### config.mk
export PLATFORM = sky130hd
export DESIGN_NAME = fp_gpio_sched
export DESIGN_NICKNAME = d
export VERILOG_FILES = /design/src/rtl/fp_gpio_pkg.sv /design/src/rtl/fp_gpio_sched_rr_arbiter.sv /design/src/rtl/fp_gpio_sched.sv
export SDC_FILE = /design/constraint.sdc
export NUM_CORES = 1
export LEC_CHECK = 0
export ABC_AREA = 0
export BUFFER_PORTS_ARGS = -buffer_cell sky130_fd_sc_hd__buf_4
export CAP_MARGIN = 10
export CORE_MARGIN = 2
export CORE_UTILIZATION = 24
export DETAILED_ROUTE_END_ITERATION = 10
export GPL_TIMING_DRIVEN = 0
export SLEW_MARGIN = 25
export SYNTH_ARGS = -nofsm -noshare
export SYNTH_HDL_FRONTEND = slang
export SYNTH_HIERARCHICAL = 1
export SYNTH_SLANG_ARGS = --single-unit
export TNS_END_PERCENT = 20
### constraint.sdc
create_clock -name clk -period 5.55 [get_ports clk]
set_input_delay 0.8325 -clock clk [delete_from_list [all_inputs] [get_ports clk]]
set_output_delay 0.8325 -clock clk [all_outputs]
set_load 0.01 [all_outputs]
### src/rtl/fp_gpio_pkg.sv
`default_nettype none
// ============================================================================
// Module   : fp_gpio_pkg
// Brief    : Shared state encoding and default widths/masks for fp_gpio_sched.
// Revision : 1.0
// ============================================================================
package fp_gpio_pkg;

   localparam int          C_GPIO_REG_WIDTH = 12;
   localparam logic [11:0] C_OUT_MASK       = 12'h011;
   localparam logic [11:0] C_IO_DDR         = 12'h011;

   typedef enum logic [1:0] {
      ST_IDLE  = 2'd0,
      ST_DRIVE = 2'd1,
      ST_GUARD = 2'd2
   } state_t;

endpackage
`default_nettype wire

### src/rtl/fp_gpio_sched_rr_arbiter.sv
`default_nettype none
// ============================================================================
// Module   : rr_arbiter
// Brief    : Combinational round-robin pick: first request at or after ptr+1.
// Revision : 1.0
// ============================================================================
module rr_arbiter #(
   parameter int NUM_REQ = 4
) (
   input  logic [NUM_REQ-1:0]         req,
   input  logic [$clog2(NUM_REQ)-1:0] ptr,
   output logic [NUM_REQ-1:0]         grant,
   output logic [$clog2(NUM_REQ)-1:0] idx,
   output logic                       any
);

   localparam int C_IW = $clog2(NUM_REQ);

   int              w_cand;
   logic [C_IW-1:0] w_cand_idx;

   always_comb begin
      grant      = '0;
      idx        = '0;
      any        = 1'b0;
      w_cand     = 0;
      w_cand_idx = '0;
      for (int k = 1; k <= NUM_REQ; k++) begin
         w_cand     = (int'(ptr) + k) % NUM_REQ;
         w_cand_idx = C_IW'(w_cand);
         if (!any && req[w_cand_idx]) begin
            any               = 1'b1;
            idx               = w_cand_idx;
            grant[w_cand_idx] = 1'b1;
         end
      end
   end

endmodule
`default_nettype wire

### src/rtl/fp_gpio_sched.sv
`default_nettype none
// ============================================================================
// Module   : fp_gpio_sched
// Brief    : Round-robin time-slot scheduler sharing the front-panel GPIO output.
// Revision : 1.0
// ============================================================================
module fp_gpio_sched
   import fp_gpio_pkg::*;
#(
   parameter int                        GPIO_REG_WIDTH = C_GPIO_REG_WIDTH,
   parameter int                        NUM_REQ        = 4,
   parameter int                        CNT_WIDTH      = 16,
   parameter int                        GUARD_CYC      = 2,
   parameter logic [GPIO_REG_WIDTH-1:0] OUT_MASK       = C_OUT_MASK,
   parameter logic [GPIO_REG_WIDTH-1:0] IO_DDR         = C_IO_DDR
) (
   input  logic                              clk,
   input  logic                              reset_n,
   input  logic [NUM_REQ-1:0]                req_valid,
   output logic [NUM_REQ-1:0]                req_ready,
   input  logic [NUM_REQ*GPIO_REG_WIDTH-1:0] req_data,
   input  logic [NUM_REQ*CNT_WIDTH-1:0]      req_hold,
   input  logic [GPIO_REG_WIDTH-1:0]         idle_val,
   input  logic                              abort,
   output logic [GPIO_REG_WIDTH-1:0]         fp_gpio_out,
   output logic [GPIO_REG_WIDTH-1:0]         fp_gpio_ddr,
   output logic [$clog2(NUM_REQ)-1:0]        grant_id,
   output logic                              busy,
   output logic                              slot_done
);

   localparam int              C_IW         = $clog2(NUM_REQ);
   localparam int              C_GW         = $clog2(GUARD_CYC + 1);
   localparam logic [C_GW-1:0] C_GUARD_LOAD = C_GW'(GUARD_CYC - 1);

   state_t                    r_state;
   logic [C_IW-1:0]           r_ptr;
   logic [C_IW-1:0]           r_grant;
   logic [CNT_WIDTH-1:0]      r_hold_cnt;
   logic [C_GW-1:0]           r_guard_cnt;
   logic [GPIO_REG_WIDTH-1:0] r_data;
   logic [GPIO_REG_WIDTH-1:0] r_out;

   logic [NUM_REQ-1:0]        w_grant;
   logic [C_IW-1:0]           w_idx;
   logic                      w_any;
   logic                      w_take;
   logic                      w_end;
   logic [GPIO_REG_WIDTH-1:0] w_win_data;
   logic [CNT_WIDTH-1:0]      w_win_hold;
   logic [GPIO_REG_WIDTH-1:0] w_idle;

   rr_arbiter #(
      .NUM_REQ (NUM_REQ)
   ) u_arb (
      .req   (req_valid),
      .ptr   (r_ptr),
      .grant (w_grant),
      .idx   (w_idx),
      .any   (w_any)
   );

   assign w_take     = (r_state == ST_IDLE) && w_any;
   assign w_win_data = req_data[int'(w_idx)*GPIO_REG_WIDTH +: GPIO_REG_WIDTH];
   assign w_win_hold = req_hold[int'(w_idx)*CNT_WIDTH +: CNT_WIDTH];
   assign w_idle     = idle_val & OUT_MASK;
   // Abort is honoured in the same cycle, so the end-of-slot decision stays combinational.
   assign w_end      = (r_state == ST_DRIVE) && ((r_hold_cnt == '0) || abort);

   assign req_ready   = (r_state == ST_IDLE) ? w_grant : '0;
   assign fp_gpio_out = r_out;
   assign fp_gpio_ddr = IO_DDR;
   assign grant_id    = r_grant;
   assign busy        = (r_state != ST_IDLE);
   assign slot_done   = w_end;

   always_ff @(posedge clk or negedge reset_n) begin
      if (!reset_n) begin
         r_state     <= ST_IDLE;
         r_ptr       <= C_IW'(NUM_REQ - 1);
         r_grant     <= '0;
         r_hold_cnt  <= '0;
         r_guard_cnt <= '0;
         r_data      <= '0;
         r_out       <= '0;
      end else begin
         case (r_state)
            ST_IDLE: begin
               if (w_take) begin
                  r_state    <= ST_DRIVE;
                  r_ptr      <= w_idx;
                  r_grant    <= w_idx;
                  r_data     <= w_win_data;
                  // Hold of zero still yields a single drive cycle.
                  r_hold_cnt <= (w_win_hold == '0) ? '0 : w_win_hold - CNT_WIDTH'(1);
                  r_out      <= w_win_data & OUT_MASK;
               end else begin
                  r_out <= w_idle;
               end
            end
            ST_DRIVE: begin
               if (w_end) begin
                  r_state     <= ST_GUARD;
                  r_guard_cnt <= C_GUARD_LOAD;
                  r_out       <= w_idle;
               end else begin
                  r_hold_cnt <= r_hold_cnt - CNT_WIDTH'(1);
                  r_out      <= r_data & OUT_MASK;
               end
            end
            ST_GUARD: begin
               r_out <= w_idle;
               if (r_guard_cnt == '0) begin
                  r_state <= ST_IDLE;
               end else begin
                  r_guard_cnt <= r_guard_cnt - C_GW'(1);
               end
            end
            default: begin
               r_state <= ST_IDLE;
               r_out   <= w_idle;
            end
         endcase
      end
   end

endmodule
`default_nettype wire

### Word level (Yosys, flattened, before mapping)

Index checks and enable logic that the tools add are counted.

* bits in writable memories: 0
* register bits: 41
* memories: 0
* ROM bits: 0
* latch bits: 0

* $mul: 1
* bitwise logic cells: 3
* div/mod/pow operators: 0
* reduce and logical (&&, ||, !) cells: 24
* order comparisons: 8
* add/subtract/negate cells: 7
* shift-type cells: 2
* eq/ne operators: 7
* multiplexer cells: 43

Operators by type and width (number)
* variable part select 64 x 7 -> 16 bit: 1
* two-way mux 16 bit: 3
* variable part select 48 x 7 -> 5 bit: 1
* zero test 16 bit: 2
* case mux 16 bit (2 select lines): 1
* subtractor 16 x 1 -> 16 bit, second input constant: 2
* case mux 12 bit (2 select lines): 1
* two-way mux 4 bit: 5
* two-way mux 2 bit: 9
* less-than comparator 2 x 3 -> 1 bit, second input constant: 4
* two-way mux 1 bit: 12
* OR 4 bit: 3
* two-way mux 5 bit: 2
* inequality test 2 bit, second input constant: 5
* logical AND 1 bit: 9
* AND reduction 3 bit: 3
* binary-select mux 1 bit (select 2 bit): 4
* demux 1 bit (select 2 bit): 4
* greater-or-equal comparator 2 x 1 -> 1 bit, second input constant: 4
* case mux 2 bit (3 select lines): 1
* nonzero test 2 bit: 3
* adder 2 x 1 -> 2 bit, second input constant: 2
* adder 2 bit, second input constant: 2
* zero test 2 bit: 2
* 8 further kinds: 10

### Logic depth before layout (Yosys ltp)

* depth in word-level cells: 18
* depth in mapped cells: 20

### Cells and area by module

Netlist, hierarchy kept.

Modules (own cells, without submodules)
* fp_gpio_sched: times used 1, sequential area each 703.2 um2, area each 2344.7 um2, cells an instance 244
* rr_arbiter: times used 1, sequential area each 0.0 um2, area each 629.4 um2, cells an instance 86

### Least setup slack after synthesis

No wires, ideal clock.

* path kind: register to register
* start: reg r_ptr[0]
* end: reg r_hold_cnt[4]
* stages on the path, launching flop included: 21
* clock period less this slack: 5244 ps
* path buffers: 6
* path slack: 306 ps
* arrival: 5106 ps
* data required time: 5411 ps
* cells stage by stage: dfstp_2 > buf_6 > buf_2 > inv_1 > ha_1 > clkbuf_1 > a21oi_1 > a211oi_1 > a311o_1 > a221oi_1 > buf_6 > buf_2 > mux4_2 > inv_1 > ha_1 > or4b_1 > nand2b_4 > or3_4 > o31ai_4 > buf_6 > o221ai_1

* cells in the longest elaborated chain, start to end: 18

RTL lines
* start, declared: RTL line fp_gpio_sched.sv:37 `logic [C_IW-1:0] r_ptr;`
* start signal, assigned: RTL line fp_gpio_sched.sv:80 `r_ptr <= C_IW'(NUM_REQ - 1);`
* start signal, assigned: RTL line fp_gpio_sched.sv:91 `r_ptr <= w_idx;`
* adder 2 x 1 -> 2 bit: RTL line fp_gpio_sched_rr_arbiter.sv:29 `w_cand = (int'(ptr) + k) % NUM_REQ;`
* binary-select mux 1 bit (select 2 bit): RTL line fp_gpio_sched_rr_arbiter.sv:31 `if (!any && req[w_cand_idx]) begin`
* two-way mux 1 bit (not written as such): RTL line fp_gpio_sched_rr_arbiter.sv:31
* two-way mux 1 bit: RTL line fp_gpio_sched_rr_arbiter.sv:31
* zero test 1 bit: RTL line fp_gpio_sched_rr_arbiter.sv:31
* logical AND 1 bit: RTL line fp_gpio_sched_rr_arbiter.sv:31
* two-way mux 1 bit: RTL line fp_gpio_sched_rr_arbiter.sv:31
* zero test 1 bit: RTL line fp_gpio_sched_rr_arbiter.sv:31
* (+3 left out)
* logical AND 1 bit: RTL line fp_gpio_sched_rr_arbiter.sv:31
* two-way mux 2 bit *: RTL line fp_gpio_sched_rr_arbiter.sv:31
* net w_idx[0]: RTL line fp_gpio_sched.sv:45 `logic [C_IW-1:0] w_idx;`
* variable part select 64 x 7 -> 16 bit *: RTL line fp_gpio_sched.sv:65 `assign w_win_hold = req_hold[int'(w_idx)*CNT_WIDTH +: CNT_WIDTH];`
* subtractor 16 x 1 -> 16 bit or zero test 16 bit (tied branches): RTL line fp_gpio_sched.sv:95 `r_hold_cnt <= (w_win_hold == '0) ? '0 : w_win_hold - CNT_WIDTH'(1);`
* two-way mux 16 bit *: RTL line fp_gpio_sched.sv:95
* two-way mux 16 bit *: RTL line fp_gpio_sched.sv:89 `if (w_take) begin`
* case mux 16 bit (2 select lines) *: RTL line fp_gpio_sched.sv:87 `case (r_state)`
* end signal, assigned: RTL line fp_gpio_sched.sv:95
* end signal, assigned: RTL line fp_gpio_sched.sv:107 `r_hold_cnt <= r_hold_cnt - CNT_WIDTH'(1);`
* end, declared: RTL line fp_gpio_sched.sv:39 `logic [CNT_WIDTH-1:0] r_hold_cnt;`

The timed path passes the listed nets; every way through them passes the cells marked *. The select of a mux whose other input is x is not followed.
A chain may end at the register's enable or synchronous reset.

### Final worst setup path

* start: reg r_ptr[0]
* end: reg r_hold_cnt[6]

Same word-level chain as after synthesis.

==> tab_implementation.tex <==
\begin{tabular}{lr}
\hline
Metric & Value \\
\hline
\multicolumn{2}{l}{\textbf{STA}} \\
Period Utilization, post-route & 0.946 \\
Achievable Freq & 190 MHz \\
Sum Neg Setup Slack & 0 ns \\
Max-slew violation count & 0 \\
Fin Hold WS & 0.473 ns \\
Fin Clk Skew & 0.00266 ns \\
Least-Margin Pin Slew & 0.846 ns \\
Finish-stage setup viols & 0 \\
Tightest slew margin relative to the limit & 0.431 \\
Min cycle time layout & 5.25 ns \\
Final setup margin & 0.300 ns \\
Number of failing hold endpoints at the final stage & 0 \\
\multicolumn{2}{l}{\textbf{Routing}} \\
Detailed-router iteration count before antenna repair & 4 \\
Aggregate routed wire length & 8.46 mm \\
Antenna viol nets, final & 0 \\
Drt initial violations & 199 \\
Total number of vias & 2,923 \\
Remaining design rule violation count & 0 \\
Vias per Instance & 4.75 \\
Routed length per placed instance & 13.7 µm \\
\multicolumn{2}{l}{\textbf{Cells and area}} \\
Fin nets & 591 \\
Number of fill cells in the layout & 1,274 \\
\# diodes & 0 \\
Growth of design area from synthesis to finish & 38.2\% \\
Share of post-route cells with drive strength above 1 & 0.358 \\
\multicolumn{2}{l}{\textbf{Logic synthesis}} \\
Cell count after synthesis & 330 \\
Unique masters post-synth & 55 \\
Ys flop type & sky130\_fd\_sc\_hd\_\_dfrtp\_1 \\
Share of the synthesized area in the top cell type & 0.219 \\
Synthesis-stage register bit count & 28 \\
Leading cell types by count after synthesis & sky130\_fd\_sc\_hd\_\_nor2\_1 (31), sky130\_fd\_sc\_hd\_\_nand2\_1 (29), sky130\_fd\_sc\_hd\_\_dfrtp\_1 (26), sky130\_fd\_sc\_hd\_\_buf\_4 (22), sky130\_fd\_sc\_hd\_\_mux4\_2 (20) \\
Async set-or-reset flop fraction in the synthesized netlist & 1.00 \\
Number of synthesized flops with an enable pin & 0 \\
Post-synthesis sequential area ratio & 0.236 \\
Area contributors post-synth & sky130\_fd\_sc\_hd\_\_dfrtp\_1 (22\%), sky130\_fd\_sc\_hd\_\_mux4\_2 (15\%), sky130\_fd\_sc\_hd\_\_buf\_4 (5.6\%) \\
Syn. warnings & 6 \\
Synthesized cell area & 2970 µm² \\
Area leader, netlist & sky130\_fd\_sc\_hd\_\_dfrtp\_1 \\
Avg Inst Size Synth & 9.01 µm² \\
Most repeated cell in the gate-level netlist after synthesis & sky130\_fd\_sc\_hd\_\_nor2\_1 \\
\multicolumn{2}{l}{\textbf{Clock tree}} \\
Maximum buffer depth of the clock tree & 2 \\
CTS tree & yes \\
Depth of the CTS H-tree & 1 \\
Total clock buffers created by CTS & 3 \\
Skew-Pair Late Insertion Delay & 0.27 ns \\
Number of clock sinks seen by CTS & 28 \\
Root buffer cell & sky130\_fd\_sc\_hd\_\_clkbuf\_16 \\
Clock transition at the register clock pins on the worst setup and hold paths after CTS & 0.07 ns \\
Hold Buf Count CTS & 0 \\
\multicolumn{2}{l}{\textbf{Global routing}} \\
Met2 Track Usage GR & 0.222 \\
Layer with the highest usage & met2 \\
Remaining global-route overflow & 0 \\
Initial antenna violation count & 0 \\
Pin count of the biggest net entering global routing & 29 \\
Global routing usage on met1 & 0.176 \\
Via count of the first global-routing pass & 2,855 \\
Global-route wire length before repair & 13.9 mm \\
Grt met3 use & 0.00791 \\
Aggregate global-route resource usage & 0.128 \\
\multicolumn{2}{l}{\textbf{Critical path}} \\
Type of the setup path with the least slack & reg -> reg \\
Required arrival time at the worst endpoint & 5.68 ns \\
Data arrival time of the worst path & 5.38 ns \\
Worst reg2reg startpoint & r\_ptr[0]\$\_DFFE\_PN1P\_ \\
Crit path from & r\_ptr[0]\$\_DFFE\_PN1P\_ \\
Startpoint types & flop \\
Critical-path maximum fanout & 11 \\
Critical path endpoint category & flop \\
\multicolumn{2}{l}{\textbf{Floorplan}} \\
Number of placement rows & 40 \\
Die width & 115 µm \\
Number of top-level pins & 163 \\
Initial cell density of the core & 0.247 \\
Area enclosed by the die boundary & 13,300 µm² \\
Core region area & 12,100 µm² \\
Vertical die dimension & 115 µm \\
\multicolumn{2}{l}{\textbf{Power and ir drop}} \\
Maximum vdd drop & 0.315 mV \\
Leakage power of the design & 0.00183 µW \\
Ratio of total power to cell area & 516 nW/µm² \\
\multicolumn{2}{l}{\textbf{Place}} \\
HPWL after detailed placement & 6.83 mm \\
Worst slack, placed & -0.449 ns \\
Number of buffers added on ports & 88 \\
RD Place Congestion & 0.865 \\
\multicolumn{2}{l}{\textbf{Worst hold path}} \\
Type of the worst min-delay path & in -> async \\
\multicolumn{2}{l}{\textbf{Run}} \\
Maximum capacitance violations & 0 \\
\multicolumn{2}{l}{\textbf{Status}} \\
Run status & finished clean \\
\hline
\end{tabular}
==> cells by family (layout without fill, tap and decap cells) <==
kind of cell	count (synthesis)	in the layout	synth area share
xor gates and xnor gates	13	13	0.0383
buffers and inverters	57	154	0.111
other	2	22	0.00253
AOI/OAI and AO/OA	77	77	0.189
and+or+nand+nor	116	116	0.203
adders and majority gates	12	12	0.0505
muxes	25	25	0.169
DFF	28	28	0.236
==> final cells by class <==
| cell class | count | area, µm² | area share |
|---|---|---|---|
| Clock buffer | 3 | 75.1 | 0.0183 |
| Timing Repair Buffer | 95 | 726 | 0.177 |
| Multi-Input combinational cell | 265 | 2020 | 0.492 |
| Clock inverter | 1 | 30.0 | 0.00730 |
| Tap cell | 168 | 210 | 0.0511 |
| Buffer | 36 | 274 | 0.0666 |
| Sequential cell | 28 | 703 | 0.171 |
| Inverter | 19 | 71.3 | 0.0173 |
==> stage by stage <==
step	std cells	total power [µW]	utilization	cell area (µm²)
CTS	608	2040	0.334	4020
global route	615	2310	0.341	4110
floorplan	350	1440	-	3050
global placement	606	1800	0.325	3920
detailed placement	606	1830	0.325	3930
finish	615	2120	0.341	4110
==> repair_timing <==
item	4_1_cts	5_1_grt
gates resized for setup	1	3
setup endpoints to repair	16	16
pin swaps	0	1
buffers inserted	0	7
==> placed cells by master, fill, tap and decap left out, drive strengths merged, types with 2 or more instances in the layout <==
cell type,netlist,routed
o211ai,4,4
nand4,8,8
o22ai,4,4
inv,19,19
a2111o,4,4
nor3,2,2
o221ai,9,9
nor4,4,4
xnor2,8,8
a21o,3,3
a221o,2,2
o31ai,5,5
a211oi,4,4
clkbuf,8,10
buf,30,123
and2,6,6
conb,2,22
nor2,31,31
a31oi,5,5
nand2,29,29
nor4b,2,2
ha,12,12
or3,9,9
dfstp,2,2
a21oi,14,14
and3,6,6
xor2,5,5
nand2b,6,6
o211a,2,2
mux2i,4,4
dfrtp,26,26
o21ai,16,16
mux4,20,20
nor3b,4,4
nand3,3,3
==> worst max-delay path, stage by stage (launching register included) <==
cell	delay, ns
sky130_fd_sc_hd__dfstp_2	0.60
sky130_fd_sc_hd__buf_6	0.15
sky130_fd_sc_hd__buf_2	0.21
sky130_fd_sc_hd__inv_1	0.13
sky130_fd_sc_hd__ha_2	0.45
sky130_fd_sc_hd__a211oi_1	0.07
sky130_fd_sc_hd__a211oi_1	0.22
sky130_fd_sc_hd__clkbuf_1	0.51
sky130_fd_sc_hd__clkbuf_2	0.42
sky130_fd_sc_hd__mux4_2	0.40
sky130_fd_sc_hd__inv_1	0.08
sky130_fd_sc_hd__ha_1	0.18
sky130_fd_sc_hd__or4b_1	0.48
sky130_fd_sc_hd__nand2b_4	0.19
sky130_fd_sc_hd__or3_4	0.36
sky130_fd_sc_hd__o31ai_4	0.35
sky130_fd_sc_hd__buf_6	0.20
sky130_fd_sc_hd__o221ai_1	0.11
==> worst paths after layout <==
check                                        endpoint  slack (ns)  cells after the start
setup / recovery            r_hold_cnt[6]$_DFFE_PN0P_        0.30                     17
setup reg to reg            r_hold_cnt[6]$_DFFE_PN0P_        0.30                     17
min in group clk           r_guard_cnt[1]$_DFFE_PN0P_        0.48                      1
hold / removal             r_hold_cnt[13]$_DFFE_PN0P_        0.47                      1
hold reg to reg            r_guard_cnt[1]$_DFFE_PN0P_        0.48                      1
max in group asynchronous        r_ptr[0]$_DFFE_PN1P_        4.76                      1
==> where the power goes <==
| group | internal (µW) | switching, µW | leakage, µW |
|---|---|---|---|
| Sequential | 318 | 93.7 | 0.000333 |
| Combinational | 730 | 764 | 0.00145 |
| Clock | 144 | 72.3 | 0.0000511 |
==> sequential cells by signal (all words and copies together), names as in the netlist <==
register,count
r_guard_cnt,2
grant_id,2
fp_gpio_out,2
r_state,2
r_ptr,2
r_hold_cnt,16
r_data,2
==> per-layer routing <==
layer,up-vias,part of all wire
met1,1394,0.46
met2,97,0.48
met4,0,0.013
met5,-,0
met3,9,0.046
li1,1423,-
(Power assumes the default switching activity.)
